`config.mk`:
```
export PLATFORM = sky130hd
export DESIGN_NAME = alu_pipe
export DESIGN_NICKNAME = d
export VERILOG_FILES = /design/src/rtl/alu_pipe.sv
export SDC_FILE = /design/constraint.sdc
export NUM_CORES = 1
export LEC_CHECK = 0
export BUFFER_PORTS_ARGS = -buffer_cell sky130_fd_sc_hd__buf_2
export CORE_UTILIZATION = 57
export CTS_BUF_LIST = sky130_fd_sc_hd__clkbuf_2
export CTS_CLUSTER_DIAMETER = 60
export DETAILED_ROUTE_END_ITERATION = 8
export PLACE_DENSITY = 0.83
export SYNTH_ARGS = -nofsm -noshare
export SYNTH_HDL_FRONTEND = slang
export SYNTH_SLANG_ARGS = --single-unit
```
`constraint.sdc`:
```
create_clock -name clk -period 3.04 [get_ports clk]
set_input_delay 0.456 -clock clk [delete_from_list [all_inputs] [get_ports clk]]
set_output_delay 0.456 -clock clk [all_outputs]
set_load 0.05 [all_outputs]
```
`src/rtl/alu_pipe.sv`:
```
// alu_pipe: registered ALU with valid/ready handshakes, tag and flags.
// Define ALU_MUL_EN to build the iterative shift-add multiply (sel=101).
module alu_pipe #(
  parameter int WIDTH = 4,
  parameter int ID_W  = 2
) (
  input  logic             clk,
  input  logic             rst_n,
  input  logic             in_valid,
  output logic             in_ready,
  input  logic [WIDTH-1:0] a,
  input  logic [WIDTH-1:0] b,
  input  logic [2:0]       sel,
  input  logic [ID_W-1:0]  in_id,
  output logic             out_valid,
  input  logic             out_ready,
  output logic [WIDTH-1:0] result,
  output logic [3:0]       flags,
  output logic [ID_W-1:0]  out_id,
  output logic             err,
  output logic             busy
);

  localparam logic [2:0] OP_ADD = 3'b000;
  localparam logic [2:0] OP_SUB = 3'b001;
  localparam logic [2:0] OP_AND = 3'b010;
  localparam logic [2:0] OP_OR  = 3'b011;
  localparam logic [2:0] OP_NOT = 3'b100;
  localparam logic [2:0] OP_XOR = 3'b110;

  logic             w_accept;
  logic             w_idle;
  logic             w_is_mul;
  logic             w_ld_alu;
  logic [WIDTH:0]   w_sum;
  logic [WIDTH:0]   w_dif;
  logic [WIDTH-1:0] w_res;
  logic             w_c;
  logic             w_v;
  logic             w_err;
  logic [3:0]       w_flags;
  logic             w_mul_done;
  logic [WIDTH-1:0] w_mul_res;
  logic             w_mul_c;
  logic [ID_W-1:0]  w_mul_id;
  logic [3:0]       w_mul_flags;

  assign w_sum = {1'b0, a} + {1'b0, b};
  assign w_dif = {1'b0, a} - {1'b0, b};

  // Single-cycle operations; anything not decoded here is reserved.
  always_comb begin
    w_res = '0;
    w_c   = 1'b0;
    w_v   = 1'b0;
    w_err = 1'b0;
    unique case (1'b1)
      (sel == OP_ADD): begin
        w_res = w_sum[WIDTH-1:0];
        w_c   = w_sum[WIDTH];
        w_v   = (a[WIDTH-1] == b[WIDTH-1]) &&
                (w_sum[WIDTH-1] != a[WIDTH-1]);
      end
      (sel == OP_SUB): begin
        w_res = w_dif[WIDTH-1:0];
        w_c   = w_dif[WIDTH];
        w_v   = (a[WIDTH-1] != b[WIDTH-1]) &&
                (w_dif[WIDTH-1] != a[WIDTH-1]);
      end
      (sel == OP_AND): w_res = a & b;
      (sel == OP_OR):  w_res = a | b;
      (sel == OP_NOT): w_res = ~a;
      (sel == OP_XOR): w_res = a ^ b;
      default:         w_err = 1'b1;
    endcase
  end

  assign w_flags = {w_v, w_c, w_res[WIDTH-1], ~|w_res};

`ifdef ALU_MUL_EN
  localparam logic [2:0] OP_MUL = 3'b101;
  localparam int CNT_W = $clog2(WIDTH);
  localparam logic [0:0] S_IDLE = 1'b0;
  localparam logic [0:0] S_MUL  = 1'b1;
  localparam logic [CNT_W-1:0] CNT_LAST = CNT_W'(WIDTH - 1);

  logic [0:0]         r_state;
  logic [CNT_W-1:0]   r_cnt;
  logic [2*WIDTH-1:0] r_mcand;
  logic [2*WIDTH-1:0] r_prod;
  logic [WIDTH-1:0]   r_mplier;
  logic [ID_W-1:0]    r_mid;
  logic [2*WIDTH-1:0] w_prod_nxt;

  assign w_idle     = (r_state == S_IDLE);
  assign w_is_mul   = (sel == OP_MUL);
  assign w_prod_nxt = r_prod + (r_mplier[0] ? r_mcand : '0);
  assign w_mul_done = (r_state == S_MUL) && (r_cnt == CNT_LAST);
  assign w_mul_res  = w_prod_nxt[WIDTH-1:0];
  assign w_mul_c    = |w_prod_nxt[2*WIDTH-1:WIDTH];
  assign w_mul_id   = r_mid;
  assign busy       = (r_state == S_MUL);

  // Shift-add multiply: one bit of B per cycle, LSB first.
  always_ff @(posedge clk or negedge rst_n) begin
    if (!rst_n) begin
      r_state  <= S_IDLE;
      r_cnt    <= '0;
      r_mcand  <= '0;
      r_prod   <= '0;
      r_mplier <= '0;
      r_mid    <= '0;
    end else if (r_state == S_IDLE) begin
      if (w_accept && w_is_mul) begin
        r_state  <= S_MUL;
        r_cnt    <= '0;
        r_mcand  <= {{WIDTH{1'b0}}, a};
        r_mplier <= b;
        r_prod   <= '0;
        r_mid    <= in_id;
      end
    end else begin
      r_prod   <= w_prod_nxt;
      r_mcand  <= r_mcand << 1;
      r_mplier <= r_mplier >> 1;
      r_cnt    <= r_cnt + CNT_W'(1);
      if (w_mul_done) r_state <= S_IDLE;
    end
  end
`else
  assign w_idle     = 1'b1;
  assign w_is_mul   = 1'b0;
  assign w_mul_done = 1'b0;
  assign w_mul_res  = '0;
  assign w_mul_c    = 1'b0;
  assign w_mul_id   = '0;
  assign busy       = 1'b0;
`endif

  assign w_mul_flags = {1'b0, w_mul_c,
                        w_mul_res[WIDTH-1], ~|w_mul_res};

  assign in_ready = w_idle && (!out_valid || out_ready);
  assign w_accept = in_valid && in_ready;
  assign w_ld_alu = w_accept && !w_is_mul;

  // One-entry output register; a same-edge load wins over the drain.
  always_ff @(posedge clk or negedge rst_n) begin
    if (!rst_n) begin
      out_valid <= 1'b0;
      result    <= '0;
      flags     <= '0;
      out_id    <= '0;
      err       <= 1'b0;
    end else if (w_ld_alu) begin
      out_valid <= 1'b1;
      result    <= w_res;
      flags     <= w_flags;
      out_id    <= in_id;
      err       <= w_err;
    end else if (w_mul_done) begin
      out_valid <= 1'b1;
      result    <= w_mul_res;
      flags     <= w_mul_flags;
      out_id    <= w_mul_id;
      err       <= 1'b0;
    end else if (out_ready) begin
      out_valid <= 1'b0;
    end
  end

endmodule

```
==> summary.txt <==
Outcome
  • Outcome: finished, final reports clean

Die
  • Die W: 44.9 microns
  • Core area: 1730 sq um
  • Area of the die: 2020 sq um
  • Initial Util: 60.8%
  • Die H: 44.9 microns
  • IO Pins: 31
  • Row count: 15

Setup path
  • Worst path top cell family by delay: adder cells
  • Startpoint types: primary input
  • CP max FO: 3
  • Most used cell, CP: inv_1
  • Data required time of the worst path: 3180 ps
  • Worst Path Buf+Inv: 3
  • Crit-path max cell delay: 390 ps
  • Worst setup EP type: flip-flop
  • Crit-path cells: buf_2 > inv_1 > ha_1 > inv_1 > fa_1 > xor2_1 > or3_1 > a21oi_1 > nor4_1 > a41o_1
  • Slowest stage cell, crit path: fa_1
  • Setup CP Type: primary input to flip-flop
  • Arrival @ worst endpoint: 2150 ps

Clock tree
  • # Post-CTS Setup Buffers: 0
  • Num CTS Buffers: 3
  • Cts hold-fix bufs: 0
  • H-Tree Depth: 1
  • Clock sinks: 11
  • CTS tree: done
  • Worst-path clk slew: 120 ps
  • Clock Latency Late Sink: 260 ps
  • Post_cts resized: 0
  • Bufs on Longest Clock Path: 2
  • CTS root buf: clkbuf_2

Layout
  • Diode count: 0
  • Layout cells sized above 1: 26.0%
  • Layout Area Growth over Synthesis: 14.3%
  • Final Net Count: 186
  • Final Util: 69.5%
  • Fin cells: 179

Drt
  • Vias per cell: 5.18
  • Vias: 927
  • DRT Pass-1 Iters: 4
  • Detailed-route DRC error count: 0
  • DRT Wirelength: 2090 microns
  • Antenna violation net count after detailed routing: 0
  • Drt wl/cell: 11.7 microns
  • 1st-iter DRT viols: 13

Placement
  • GPL Wtd Cong: 0.901
  • DP HPWL: 1740 microns
  • I/O Buffers: 29
  • Placed cell count: 175
  • Dpl ws: 756 ps

Pwr
  • Maximum vdd drop: 0.241 mV
  • Pleak: 0.619 nW
  • PwrDens: 414 nW/um^2

Yosys
  • Synth Warn #: 0
  • Sequential area share after synthesis: 26.2%
  • Async SR Flop Fraction: 100%
  • Synth top area cells: dfrtp_1 (26%), ha_1 (14%), o21ai_0 (5.7%)
  • Post-synth EDFFs: 0
  • Syn nets: 160
  • Ys flop type: dfrtp_1
  • Mapped Area: 1050 sq um
  • Dominant cell type by area after synthesis: dfrtp_1
  • Post-synth top cells: ha_1 (12), inv_1 (12), nand2_1 (12), nor2_1 (12), o21ai_0 (12)
  • Yosys reg bits: 11
  • Top-area cell type share of the netlist area: 26.2%
  • Cell variety after synth: 36
  • Avg Cell Area, Syn: 8.14 sq um
  • Post-Synthesis Cells: 129

Flow run
  • Max-cap violations: 0

Global routing
  • Gr ovfl total: 0
  • Global-route wire length before repair: 3330 microns
  • M1 GR Usage: 26.6%
  • Total track usage: 22.6%
  • Antenna violations before repair: 0
  • Vias in the first global route: 855
  • Met2 Use GR: 40.6%
  • GRT busiest layer: met2
  • Largest net degree at the start of global routing: 19
  • Met3 GRT Util: 3.60%

STA
  • Final hold violation count: 0
  • Peak Freq: 0.497 GHz
  • Final setup margin: 1030 ps
  • RSZ-0062 raised after global routing: no
  • Slew Limit Fails: 0
  • Final setup violation count: 0
  • Tcrit/Tclk final: 66.2%
  • Setup Skew: 16.1 ps
  • Total negative slack: 0 ps
  • Final min period: 2010 ps
  • Hold WS: 35.6 ps

Min path
  • Hold Crit Class: primary input to asynchronous set/reset pin
==> flip-flops by register name, indices dropped and copies added, names as in the netlist <==
register,cells
err,1
flags,4
result,3
out_valid,1
out_id,2
==> per-stage QoR <==
step / area [sq um] / total power, mW
detailed placement: 1180 / 0.417
floorplan: 1050 / 0.363
finish: 1200 / 0.497
global route: 1200 / 0.525
CTS: 1200 / 0.498
global placement: 1180 / 0.410
==> cells by family (layout without fill, tap and decap cells) <==
family                     Yosys count  after routing  share of synthesized area (%)
AOI/OAI and AO/OA                   36             36                           22.5
and+or+nand+nor                     40             40                           18.1
DFF                                 11             11                           26.2
buffers and inverters               21             46                           9.06
muxes                                3              3                           3.10
adders and majority gates           14             14                           18.1
other                                1              1                          0.357
xor gates and xnor gates             3              3                           2.50
==> cell usage in the layout (no fill, tap or decap) <==
cell and count:
buf_2 29, o32ai_2 1, ha_1 12, dfrtp_1 11, o21ba_2 1, nor4_1 3
nand2_1 12, or3_1 1, clkbuf_2 4, nor2b_1 5, nor2_1 12, nand2b_1 3
o21bai_1 2, a221o_1 1, o31ai_1 1, xnor2_1 2, o22ai_1 1, and2_1 1
mux2_2 2, nand3b_1 1, xor2_1 1, inv_2 1, fa_1 2, a221oi_2 1
a21oi_1 11, a2bb2oi_1 1, nand3_1 1, a21o_1 1, a41o_1 1, conb_1 1
or2_2 1, o211ai_1 2, o21ai_0 12, mux2i_1 1, inv_1 12
==> path summary, 6_finish.rpt <==
path                            from        end  slack, ps  cells past startpoint
hold / removal                 rst_n   flags[1]         40                      1
hold reg to reg                  err        err        480                      2
setup reg to reg           out_valid   flags[0]       1490                      4
setup / recovery                a[0]   flags[0]       1030                     10
max in group asynchronous      rst_n  result[1]       2790                      1
min in group clk            in_valid  out_valid        410                      2
==> layout make-up <==
class / count / area [sq um]
clock buffers: 4 / 20.0
flip-flops and latches: 11 / 275
fillers: 167 / 527
well taps: 25 / 31.3
repair buffers: 29 / 145
inverters: 13 / 48.8
multi-input cells: 97 / 679
==> power breakdown <==
group          internal, mW  switching [mW]
clock network        0.0350          0.0477
logic                0.0717           0.168
registers             0.165         0.00899
total                 0.272           0.225
==> per-layer routing <==
metal,vias to the layer above,wire length (microns)
met3,4,72
met4,0,21
li1,481,-
met5,-,0
met1,412,986
met2,30,1010
Note: power is estimated with default switching activity, not from simulation.
